$ cat src/rtl/pipe_pkg.sv
// Shared definitions for the pipeline skid-register stage.
//
// Contents:
//   pipe_state_t   control FSM encoding (EMPTY / FULL / SKID)
//   PipeStateW     width of the state encoding
package pipe_pkg;

  localparam int unsigned PipeStateW = 2;

  // PS_EMPTY : no entry held
  // PS_FULL  : main entry valid, skid entry free
  // PS_SKID  : main and skid entries both valid, upstream stalled
  typedef enum logic [PipeStateW-1:0] {
    PS_EMPTY = 2'b00,
    PS_FULL  = 2'b01,
    PS_SKID  = 2'b10
  } pipe_state_t;

endpackage : pipe_pkg

$ cat src/rtl/pipe_sat_counter.sv
// Saturating up-counter with synchronous clear.
//
// Parameters:
//   W       counter width in bits
// Ports:
//   clk_i   rising-edge clock
//   clr_i   synchronous clear to zero (wins over inc_i)
//   inc_i   increment request; ignored once the count reaches 2^W-1
//   cnt_o   current count
module pipe_sat_counter #(
  parameter int unsigned W = 16
) (
  input  logic         clk_i,
  input  logic         clr_i,
  input  logic         inc_i,
  output logic [W-1:0] cnt_o
);

  localparam logic [W-1:0] CntMax = '1;

  logic [W-1:0] cnt_q, cnt_d;

  always_comb begin
    cnt_d = cnt_q;
    if (clr_i) begin
      cnt_d = '0;
    end else if (inc_i && (cnt_q != CntMax)) begin
      cnt_d = cnt_q + 1'b1;
    end
  end

  always_ff @(posedge clk_i) begin
    cnt_q <= cnt_d;
  end

  assign cnt_o = cnt_q;

endmodule : pipe_sat_counter

$ cat src/rtl/pipe_skid_reg.sv
// Pipeline-stage register with valid/ready handshake and a 2-entry skid buffer.
// Sits between processor pipeline stages and carries an N-bit stage bundle with
// full throughput under back-pressure. in_ready is driven straight from a flop,
// so there is no combinational path from out_ready to in_ready.
//
// Optional feature macro: PIPE_SKID_STATS_EN adds the stall_cnt port and a
// saturating stall-cycle counter.
//
// Parameters:
//   N          width of the data bundle
//   RESET_VAL  value loaded into main/skid on rst or flush (e.g. a NOP encoding)
//   CNT_W      stall counter width (only meaningful with PIPE_SKID_STATS_EN)
// Ports:
//   clk        rising-edge clock
//   rst        synchronous active-high reset
//   flush      synchronous squash of every held entry (rst has priority)
//   in_valid   upstream offers in_data
//   in_ready   this stage can accept (registered)
//   in_data    upstream bundle
//   out_valid  main entry holds valid data
//   out_ready  downstream accepts
//   out_data   main entry data
//   stall_cnt  cycles with out_valid & !out_ready, saturating (macro only)
module pipe_skid_reg
  import pipe_pkg::*;
#(
  parameter int unsigned   N         = 32,
  parameter logic [N-1:0]  RESET_VAL = '0,
  parameter int unsigned   CNT_W     = 16
) (
  input  logic             clk,
  input  logic             rst,
  input  logic             flush,
  input  logic             in_valid,
  output logic             in_ready,
  input  logic [N-1:0]     in_data,
  output logic             out_valid,
  input  logic             out_ready,
  output logic [N-1:0]     out_data
`ifdef PIPE_SKID_STATS_EN
  ,
  output logic [CNT_W-1:0] stall_cnt
`endif
);

  pipe_state_t  state_q, state_d;
  logic [N-1:0] main_q, main_d;
  logic [N-1:0] skid_q, skid_d;
  logic         in_ready_q, in_ready_d;

  logic in_xfer;
  logic out_xfer;

  assign in_xfer  = in_valid & in_ready_q;
  assign out_xfer = out_valid & out_ready;

  // Next-state and datapath update
  always_comb begin
    state_d = state_q;
    main_d  = main_q;
    skid_d  = skid_q;

    unique case (state_q)
      PS_EMPTY: begin
        if (in_xfer) begin
          state_d = PS_FULL;
          main_d  = in_data;
        end
      end
      PS_FULL: begin
        if (out_xfer) begin
          if (in_xfer) begin
            main_d = in_data;
          end else begin
            state_d = PS_EMPTY;
          end
        end else if (in_xfer) begin
          // Downstream stalled: park the new beat behind the main entry
          state_d = PS_SKID;
          skid_d  = in_data;
        end
      end
      PS_SKID: begin
        // in_ready is low here, so in_valid cannot transfer
        if (out_xfer) begin
          state_d = PS_FULL;
          main_d  = skid_q;
        end
      end
      default: begin
        state_d = PS_EMPTY;
      end
    endcase

    // Flush squashes both entries and any same-cycle input beat
    if (flush) begin
      state_d = PS_EMPTY;
      main_d  = RESET_VAL;
      skid_d  = RESET_VAL;
    end

    // Registered ready: low exactly when both entries are occupied
    in_ready_d = (state_d != PS_SKID);
  end

  always_ff @(posedge clk) begin
    if (rst) begin
      state_q    <= PS_EMPTY;
      main_q     <= RESET_VAL;
      skid_q     <= RESET_VAL;
      in_ready_q <= 1'b1;
    end else begin
      state_q    <= state_d;
      main_q     <= main_d;
      skid_q     <= skid_d;
      in_ready_q <= in_ready_d;
    end
  end

  assign out_valid = (state_q != PS_EMPTY);
  assign in_ready  = in_ready_q;
  assign out_data  = main_q;

`ifdef PIPE_SKID_STATS_EN
  // Counts every stalled cycle, flush cycles included; only rst clears it
  pipe_sat_counter #(
    .W (CNT_W)
  ) u_stall_cnt (
    .clk_i (clk),
    .clr_i (rst),
    .inc_i (out_valid & ~out_ready),
    .cnt_o (stall_cnt)
  );
`endif

endmodule : pipe_skid_reg
$ cat config.mk
export PLATFORM = sky130hd
export DESIGN_NAME = pipe_skid_reg
export DESIGN_NICKNAME = d
export VERILOG_FILES = /design/src/rtl/pipe_pkg.sv /design/src/rtl/pipe_sat_counter.sv /design/src/rtl/pipe_skid_reg.sv
export SDC_FILE = /design/constraint.sdc
export NUM_CORES = 1
export LEC_CHECK = 0
export CAP_MARGIN = 15
export CORE_MARGIN = 3
export CORE_UTILIZATION = 40
export CTS_CLUSTER_SIZE = 25
export DETAILED_ROUTE_END_ITERATION = 6
export GPL_ROUTABILITY_DRIVEN = 0
export PLACE_DENSITY_LB_ADDON = 0.12
export SLEW_MARGIN = 10
export SYNTH_ARGS = -nofsm -noshare
export SYNTH_HDL_FRONTEND = slang
export SYNTH_SLANG_ARGS = --single-unit
$ cat constraint.sdc
create_clock -name clk -period 2.1 [get_ports clk]
set_clock_uncertainty 0.15 [all_clocks]
set_input_delay 0.42 -clock clk [delete_from_list [all_inputs] [get_ports clk]]
set_output_delay 0.42 -clock clk [all_outputs]
set_load 0.01 [all_outputs]
# == After elaboration in Yosys (flattened, before gate mapping) ==
# Index checks and enable logic that the tools add are counted.
# op_classes
n_eq_ne,5
n_reduce_logical,6
bitwise_logic,3
mux,11
# op_table
cell,n
$mux 32,3
$pmux 32 s3,1
$mux 2,6
$ne 2x2->1 const B,3
$pmux 2 s3,1
$reduce_and 3->1,2
$reduce_bool 3->1,1
$and 1x1->1,2
$eq 2x1->1 const B,1
$eq 2x2->1 const B,1
$logic_not 2->1,1
$reduce_bool 2->1,1
$reduce_or 2->1,1
$not 1->1,1
# totals
inputBits,37
ff_bits,67
wordCells,29

# == Logic depth before layout (Yosys ltp) ==
# Gate-level depths: netlist of run 1.
# logic_depth
ltp_word,6
ltp_mapped,6
ltp_nobuf,4

# == Worst setup path before layout of run 1 ==
# No wires, ideal clock.
# synth_timing
path_type,register to register
from,register in_ready_q (netlist: in_ready)
to,register skid_q[0]
arrival_time_ns,1.384
setup_time_ns,0.132
required_ns,1.818
path_stages_with_launch,7
slack_ns,0.434
n_path_buf,2
cell_sequence,dfxtp_1 -> nand2_1 -> or4b_1 -> buf_2 -> buf_6 -> nand2_1 -> a21oi_1
# synth_via
elab_chain_len,2
# synth_rtl
item,line_no,text
"start, declared",pipe_skid_reg.sv:49,"logic in_ready_q, in_ready_d;"
"start signal, assigned",pipe_skid_reg.sv:116,in_ready_q <= in_ready_d;
$and 1x1->1,pipe_skid_reg.sv:54,assign in_xfer = in_valid & in_ready_q;
$reduce_and 3->1 (no source line),-,
"end signal, assigned",pipe_skid_reg.sv:115,skid_q <= skid_d;
"end, declared",pipe_skid_reg.sv:48,"logic [N-1:0] skid_q, skid_d;"
# Every way passes these cells.
# A chain may end at the register's enable or synchronous reset.

# == Worst setup path in the final report of run 1 ==
# layout_timing
from,register state_q[0]
to,output port out_valid
# layout_via
elab_chain_len,1
# layout_rtl
item,line_no,text
"start, declared",pipe_skid_reg.sv:46,"pipe_state_t state_q, state_d;"
"start signal, assigned",pipe_skid_reg.sv:113,state_q <= state_d;
$reduce_bool 2->1,pipe_skid_reg.sv:120,assign out_valid = (state_q != PS_EMPTY);
"end, declared",pipe_skid_reg.sv:37,"output logic out_valid,"
# Every way passes these cells.

==> out/summary.json, run 1 <==
{
  "outcome": {
    "outcome": "completed"
  },
  "sta": {
    "report.final.hold_viol_count": 0,
    "finalSetupViolations": 0,
    "finalCritPeriodShare_pct": 96.0,
    "finalMaxSlewViolations": 0,
    "final_period_minus_worst_setup_slack_ns": 2.02,
    "timing.fmax_mhz": 496,
    "relSlewSlack_pct": 78.1,
    "grt_setup_unrepaired": "no",
    "max_slew.worst_pin.slew_ns": 0.328
  },
  "worst_setup_path": {
    "critical_path.n_buffers_inverters": 1,
    "critical-path-slowest-cell": "clkdlybuf4s50_1",
    "crit_path_max_fanout": 7,
    "timing_worst_setup_path_type": "reg2out",
    "element_type_at_the_critical_path_start": "flip-flop",
    "critical_path_s_largest_stage_delay_ns": 0.49,
    "worstRegToRegCells": 5,
    "cp_top_delay_family": "buffers and inverters",
    "rrSetupSlack_ns": 0.46,
    "type_of_destination_of_the_critical_path": "output pin",
    "crit-reg2reg-launch": "state_q[1]",
    "timing.critical_path.required_ns": 1.53,
    "crit-reg2reg-capture": "skid_q[11]",
    "cp_data_arrival_time_ns": 1.45,
    "cp_cell_sequence": "or2_1, clkdlybuf4s50_1"
  },
  "floorplan": {
    "fp_rows": 30,
    "floorplan.die.height_um": 91.2,
    "start_util_pct": 42.1,
    "fp.dieW_um": 91.2,
    "die_area_mm2": 0.00832,
    "ios": 71,
    "coreArea_mm2": 0.00691
  },
  "pwr": {
    "leakagePower_nw": 1.56,
    "power.switching_w": 0.000658,
    "power.internal_w": 0.00206,
    "clock_power_share_pct": 38.6,
    "swShare_pct": 24.2,
    "combPwrFrac_pct": 13.0,
    "power.sequential.fraction_pct": 48.4,
    "ir_worst_vdd_uv": 319,
    "power_density_mw_per_mm2": 684
  },
  "clocking": {
    "h-tree-depth": 3,
    "cts_inserted_buffers": 9,
    "clk_pin_slew_worst_paths_ns": 0.07,
    "clock_insertion_delay_worst_skew_ns": 0.33,
    "post-cts-setup-buffer-count": 0,
    "largest_buffer_count_on_any_clock_path": 2,
    "tritoncts": "done",
    "hold_bufs_at_cts": 0,
    "cts.root.buffer_cell": "clkbuf_8",
    "clkSinkCount": 67
  },
  "yosys": {
    "synth.ff_latch_count": 67,
    "synth_fp_nets": 343,
    "ys_seq_area_share_pct": 46.1,
    "syn_inst": 306,
    "synth.cell_area_mm2": 0.00291,
    "ys_warn_count": 0,
    "synth_area_per_cell_um2": 9.50,
    "yosysUniqueCellTypes": 24
  },
  "final_layout": {
    "final_common_cell": "clkdlybuf4s50_1",
    "syn2layout_area_growth_pct": 36.7,
    "final_net_count": 413,
    "utilization_pct": 57.5,
    "sequential_cell_area_mm2": 0.00134,
    "filler_cell_count": 641,
    "layout.cell_area.non_filler_mm2": 0.00397,
    "mostFrequentLayoutCells": "clkdlybuf4s50_1 (70), nand2_1 (66), dfxtp_1 (66)",
    "multi_input_area_mm2": 0.00141,
    "layout-drive-gt1-share_pct": 17.3,
    "insertedDiodeCount": 0
  },
  "hold_path": {
    "hp-start": "skid_q[29]",
    "worst_hold_path_type": "reg2reg",
    "hold-path-cell-count": 2,
    "hold_path_end": "skid_q[29]"
  },
  "place": {
    "place.port_buffers": 70,
    "placed_area_mm2": 0.00378,
    "post-dp-hpwl_mm": 4.21
  },
  "global_routing": {
    "number_of_global_route_vias_before_repair": 2295,
    "grt_start_max_net_pins": 37,
    "grt_first_pass_wirelength_mm": 11.1,
    "global_route.overflow_total": 0,
    "antenna_found_initial": 0,
    "grt_util_all_layers_pct": 16.5
  },
  "routing": {
    "vias_after_detailed_routing": 2392,
    "wirelength_mm": 6.46,
    "detail_route.iter0.violations": 102,
    "post_drt_via_cell_ratio": 5.01,
    "dr.pass1.iters": 4,
    "final_antenna_net_count": 0,
    "wl_per_cell_um": 13.5,
    "detail_route.drc_violations": 0
  },
  "flow_run": {
    "cap_violations": 0
  }
}
-- stage by stage --
step	total power [W]	setup TNS (ns)	hold WS [ns]	instances	worst slack (ns)
after global routing	0.00283	0	0.318	477	0.0263
after global placement	0.00170	-0.314	0.290	461	-0.0215
after detailed placement	0.00170	-0.591	0.296	461	-0.0361
after floorplan	0.00152	0	0.286	306	0.434
final	0.00272	0	0.305	477	0.0834
after CTS	0.00275	0	0.305	477	0.0563
-- layout make-up --
type	count	share of cell area, %
Sequential cell	67	33.8
Clock inverter	5	1.32
Multi-Input combinational cell	211	35.6
Timing Repair Buffer	87	22.7
Clock buffer	11	3.56
Tap cell	96	3.02
-- worst max path at each step --
stage                from         end  slack (ns)  depth (start not counted)
4_1_cts        state_q[0]   out_valid        0.06                          2
5_1_grt        state_q[0]   out_valid        0.03                          2
3_3_place_gp     in_valid   skid_q[9]       -0.02                          6
3_5_place_dp     in_valid  skid_q[14]       -0.04                          6
6_report       state_q[0]   out_valid        0.08                          2
2_1_floorplan    in_ready   skid_q[0]        0.43                          6
-- registers in the layout (all words and copies together), names as in the netlist --
| name | count |
|---|---|
| state_q | 2 |
| out_data | 32 |
| skid_q | 32 |
| in_ready | 1 |
-- cell usage after synthesis (all sizes together) --
cell | instances | share of area (%)
dfxtp | 67 | 46
nand2b | 1 | 0.22
or2 | 2 | 0.43
o31ai | 32 | 13
or4b | 1 | 0.34
buf | 21 | 5.0
o21a | 1 | 0.26
nand3b | 2 | 0.52
nand4b | 1 | 0.30
nor4b | 1 | 0.52
nand2 | 66 | 8.5
a211oi | 1 | 0.26
mux2i | 32 | 11
clkbuf | 7 | 0.90
a21oi | 33 | 5.7
nor2 | 2 | 0.26
o211a | 1 | 0.34
o21ai | 1 | 0.17
nand3 | 33 | 5.7
a211o | 1 | 0.30
-- metal layers --
| layer | routed length [um] | track usage, % |
|---|---|---|
| met1 | 3070 | 21.1 |
| met2 | 2900 | 26.0 |
| met3 | 398 | 4.81 |
| met4 | 97 | 6.41 |
| met5 | 0 | 0 |
-- worst reg2reg max path: cells and delay by family, from the launching register on --
| family | cells | cell delay, ns |
|---|---|---|
| DFF | 1 | 0.32 |
| and+or+nand+nor | 2 | 0.63 |
| buffers and inverters | 2 | 0.38 |
| AOI/OAI and AO/OA | 1 | 0.06 |
-- power by group through the flow --
| stage | combinational (W) | clock, W | sequential, W |
|---|---|---|---|
| after floorplan | 0.000160 | 0 | 0.00136 |
| after global placement | 0.000357 | 0 | 0.00135 |
| after detailed placement | 0.000358 | 0 | 0.00135 |
| after CTS | 0.000359 | 0.00107 | 0.00132 |
| after global routing | 0.000384 | 0.00113 | 0.00132 |
| final | 0.000353 | 0.00105 | 0.00132 |
-- what timing repair did --
action,CTS,global route
hold endpoints to repair,0,0
gates resized for setup,1,0
setup endpoints to repair,1,0
-- logic make-up (layout without fill, tap and decap cells) --
family / after synthesis / after routing / synth area share (%)
buffers and inverters: 28 / 103 / 5.94
AOI/OAI and AO/OA: 70 / 70 / 20.1
muxes: 32 / 32 / 11.0
DFF: 67 / 67 / 46.1
and+or+nand+nor: 109 / 109 / 16.8
Note: power is estimated with default switching activity, not from simulation.
==> run 2: changes to the inputs <==
Settings changed: SLEW_MARGIN 10 to 20.
Clock period 2.1 ns to 2 ns, I/O delays scaled along.
==> run 2 against run 1 <==
- final cell count fell by 0.21%
- critical path depth did not move
- final area rose by 0.47%
- worst setup slack improved by 0.12 ns
- routed wire length rose by 3.3%
- largest cell class unchanged
- register-to-register slack got worse by 0.09 ns
- first-iteration DRC count fell by 11%
- highest routed layer unchanged
- clock power rose by 26%
==> out/summary.json, run 2 (synthesized netlist as in run 1, its figures left out) <==
{
  "outcome": {
    "outcome": "completed"
  },
  "hold_path": {
    "hp-start": "skid_q[9]",
    "hold-path-cell-count": {"value": 2, "change": "unchanged"},
    "hold_path_end": "skid_q[9]",
    "worst_hold_path_type": "reg2reg"
  },
  "final_layout": {
    "mostFrequentLayoutCells": "clkdlybuf4s50_1 (69), nand2_1 (66), dfxtp_1 (66)",
    "layout.cell_area.non_filler": {"value": 0.00399, "unit": "mm^2", "change": "+0.47%"},
    "filler_cell_count": {"value": 671, "change": "+4.7%"},
    "final_net_count": {"value": 412, "change": "-0.24%"},
    "utilization": {"value": 57.8, "unit": "%", "change": "+0.27 points"},
    "insertedDiodeCount": {"value": 0, "change": "unchanged"},
    "syn2layout_area_growth_pct": 37.4,
    "final_common_cell": "clkdlybuf4s50_1",
    "layout-drive-gt1-share": {"value": 16.6, "unit": "%", "change": "-0.74 points"}
  },
  "sta": {
    "finalSetupViolations": {"value": 0, "change": "unchanged"},
    "final_period_minus_worst_setup_slack_ns": 1.80,
    "finalMaxSlewViolations": {"value": 0, "change": "unchanged"},
    "max_slew.worst_pin.slew": {"value": 0.280, "unit": "ns", "change": "-0.0484 ns"},
    "report.final.hold_viol_count": {"value": 0, "change": "unchanged"},
    "grt_setup_unrepaired": "no",
    "finalCritPeriodShare_pct": 89.8,
    "relSlewSlack": {"value": 81.4, "unit": "%", "change": "+3.2 points"},
    "timing.fmax_mhz": 557
  },
  "floorplan": {
    "fp_rows": {"value": 30, "change": "unchanged"},
    "die_area": {"value": 0.00832, "unit": "mm^2", "change": "unchanged"},
    "floorplan.die.height": {"value": 91.2, "unit": "um", "change": "unchanged"},
    "start_util": {"value": 42.1, "unit": "%", "change": "unchanged"},
    "ios": {"value": 71, "change": "unchanged"},
    "fp.dieW": {"value": 91.2, "unit": "um", "change": "unchanged"},
    "coreArea": {"value": 0.00691, "unit": "mm^2", "change": "unchanged"}
  },
  "worst_setup_path": {
    "crit-reg2reg-capture": "skid_q[18]",
    "critical_path_s_largest_stage_delay": {"value": 0.35, "unit": "ns", "change": "-0.14 ns"},
    "crit-reg2reg-launch": "state_q[1]",
    "element_type_at_the_critical_path_start": "flip-flop",
    "timing_worst_setup_path_type": "reg2out",
    "crit_path_max_fanout": {"value": 7, "change": "unchanged"},
    "type_of_destination_of_the_critical_path": "output pin",
    "rrSetupSlack": {"value": 0.37, "unit": "ns", "change": "-0.09 ns"},
    "worstRegToRegCells": {"value": 5, "change": "unchanged"},
    "critical-path-slowest-cell": "dfxtp_2",
    "critical_path.n_buffers_inverters": {"value": 1, "change": "unchanged"},
    "cp_cell_sequence": "or2_1, dlygate4sd2_1",
    "timing.critical_path.required": {"value": 1.45, "unit": "ns", "change": "-0.08 ns"},
    "cp_data_arrival_time": {"value": 1.25, "unit": "ns", "change": "-0.20 ns"},
    "cp_top_delay_family": "flip-flops"
  },
  "routing": {
    "wirelength": {"value": 6.67, "unit": "mm", "change": "+3.3%"},
    "detail_route.iter0.violations": {"value": 91, "change": "-11%"},
    "wl_per_cell": {"value": 14.0, "unit": "um", "change": "+3.5%"},
    "detail_route.drc_violations": {"value": 0, "change": "unchanged"},
    "final_antenna_net_count": {"value": 0, "change": "unchanged"},
    "dr.pass1.iters": {"value": 4, "change": "unchanged"},
    "vias_after_detailed_routing": {"value": 2391, "change": "-0.042%"},
    "post_drt_via_cell_ratio": {"value": 5.02, "change": "+0.17%"}
  },
  "global_routing": {
    "antenna_found_initial": {"value": 0, "change": "unchanged"},
    "global_route.overflow_total": {"value": 0, "change": "unchanged"},
    "grt_start_max_net_pins": {"value": 37, "change": "unchanged"},
    "grt_first_pass_wirelength": {"value": 11.1, "unit": "mm", "change": "+0.13%"},
    "number_of_global_route_vias_before_repair": {"value": 2226, "change": "-3.0%"},
    "grt_util_all_layers": {"value": 16.5, "unit": "%", "change": "+0.076 points"}
  },
  "place": {
    "post-dp-hpwl": {"value": 4.38, "unit": "mm", "change": "+4.0%"},
    "placed_area": {"value": 0.00376, "unit": "mm^2", "change": "-0.53%"},
    "place.port_buffers": {"value": 70, "change": "unchanged"}
  },
  "clocking": {
    "tritoncts": "done",
    "h-tree-depth": {"value": 3, "change": "unchanged"},
    "clk_pin_slew_worst_paths": {"value": 0.06, "unit": "ns", "change": "about the same"},
    "cts.root.buffer_cell": "clkbuf_8",
    "hold_bufs_at_cts": {"value": 0, "change": "unchanged"},
    "cts_inserted_buffers": {"value": 9, "change": "unchanged"},
    "clock_insertion_delay_worst_skew": {"value": 0.33, "unit": "ns", "change": "about the same"},
    "largest_buffer_count_on_any_clock_path": {"value": 2, "change": "unchanged"},
    "clkSinkCount": {"value": 67, "change": "unchanged"},
    "post-cts-setup-buffer-count": {"value": 0, "change": "unchanged"}
  },
  "pwr": {
    "ir_worst_vdd": {"value": 387, "unit": "uV", "change": "+21%"},
    "power_density": {"value": 769, "unit": "mW/mm^2", "change": "+12%"},
    "leakagePower": {"value": 1.58, "unit": "nW", "change": "+0.88%"}
  },
  "flow_run": {
    "cap_violations": {"value": 0, "change": "unchanged"}
  }
}
## run 2: cell types whose count changed in the layout (fill, tap and decap cells not counted), sizes merged
| cell | delta |
|---|---|
| clkinvlp | -1 |
| clkinv | -2 |
| clkbuf | +1 |
| buf | -1 |
| dlygate4sd2 | +1 |
| clkdlybuf4s50 | -1 |
| bufinv | +2 |
## run 2: worst max-delay path by stage
stage,startpoint,end,cells after the start
5_1_grt,in_valid,skid_q[0],7
6_report,state_q[0],out_valid,2
4_1_cts,state_q[0],out_valid,2
2_1_floorplan,in_ready,skid_q[0],6
3_5_place_dp,in_valid,skid_q[0],7
3_3_place_gp,in_valid,skid_q[5],6
## run 2: repair_timing
item	in CTS	in global routing
endpoints found under the setup margin	1	0
gates resized for setup	2	0
hold endpoints to repair	0	0
## run 2: metal layers
layer | GRT usage, % | up-vias | wire length, um
li1 | - | 1218 | -
met1 | 21.5 | 1121 | 3150
met2 | 26.1 | 50 | 3120
met3 | 5.72 | 2 | 365
met4 | 4.52 | 0 | 32
met5 | 0 | - | 0
## run 2: per-stage QoR
step | worst slack, ns | setup TNS (ns) | total power (W) | hold WS [ns] | cells
6_report | 0.205 | 0 | 0.00307 | 0.302 | 476
5_1_grt | 0.0747 | 0 | 0.00319 | 0.325 | 476
4_1_cts | 0.183 | 0 | 0.00311 | 0.306 | 476
3_5_place_dp | -0.129 | -3.95 | 0.00178 | 0.296 | 460
3_3_place_gp | -0.0957 | -3.14 | 0.00178 | 0.290 | 460
2_1_floorplan | 0.334 | 0 | 0.00159 | 0.286 | 306
## run 2: worst min-delay path, delay by kind of cell (launching register included)
family             cells  cell delay [ns]
AOI/OAI and AO/OA      1             0.05
DFF                    1             0.31
and+or+nand+nor        1             0.05
## run 2: layout make-up
| cell class | instances | area, um^2 | share of cell area [%] |
|---|---|---|---|
| sequential | 67 | 1340 | 33.6 |
| clock inverter | 4 | 98.8 | 2.48 |
| multi-input combinational | 211 | 1410 | 35.4 |
| clock buffer | 12 | 135 | 3.38 |
| tap | 96 | 120 | 3.01 |
| timing repair buffer | 86 | 882 | 22.1 |
## run 2: power by group
| group | switching, W | total, W | internal, W |
|---|---|---|---|
| combinational | 0.000177 | 0.000365 | 0.000188 |
| clock | 0.000488 | 0.00132 | 0.000833 |
| sequential | 0.0000174 | 0.00138 | 0.00137 |
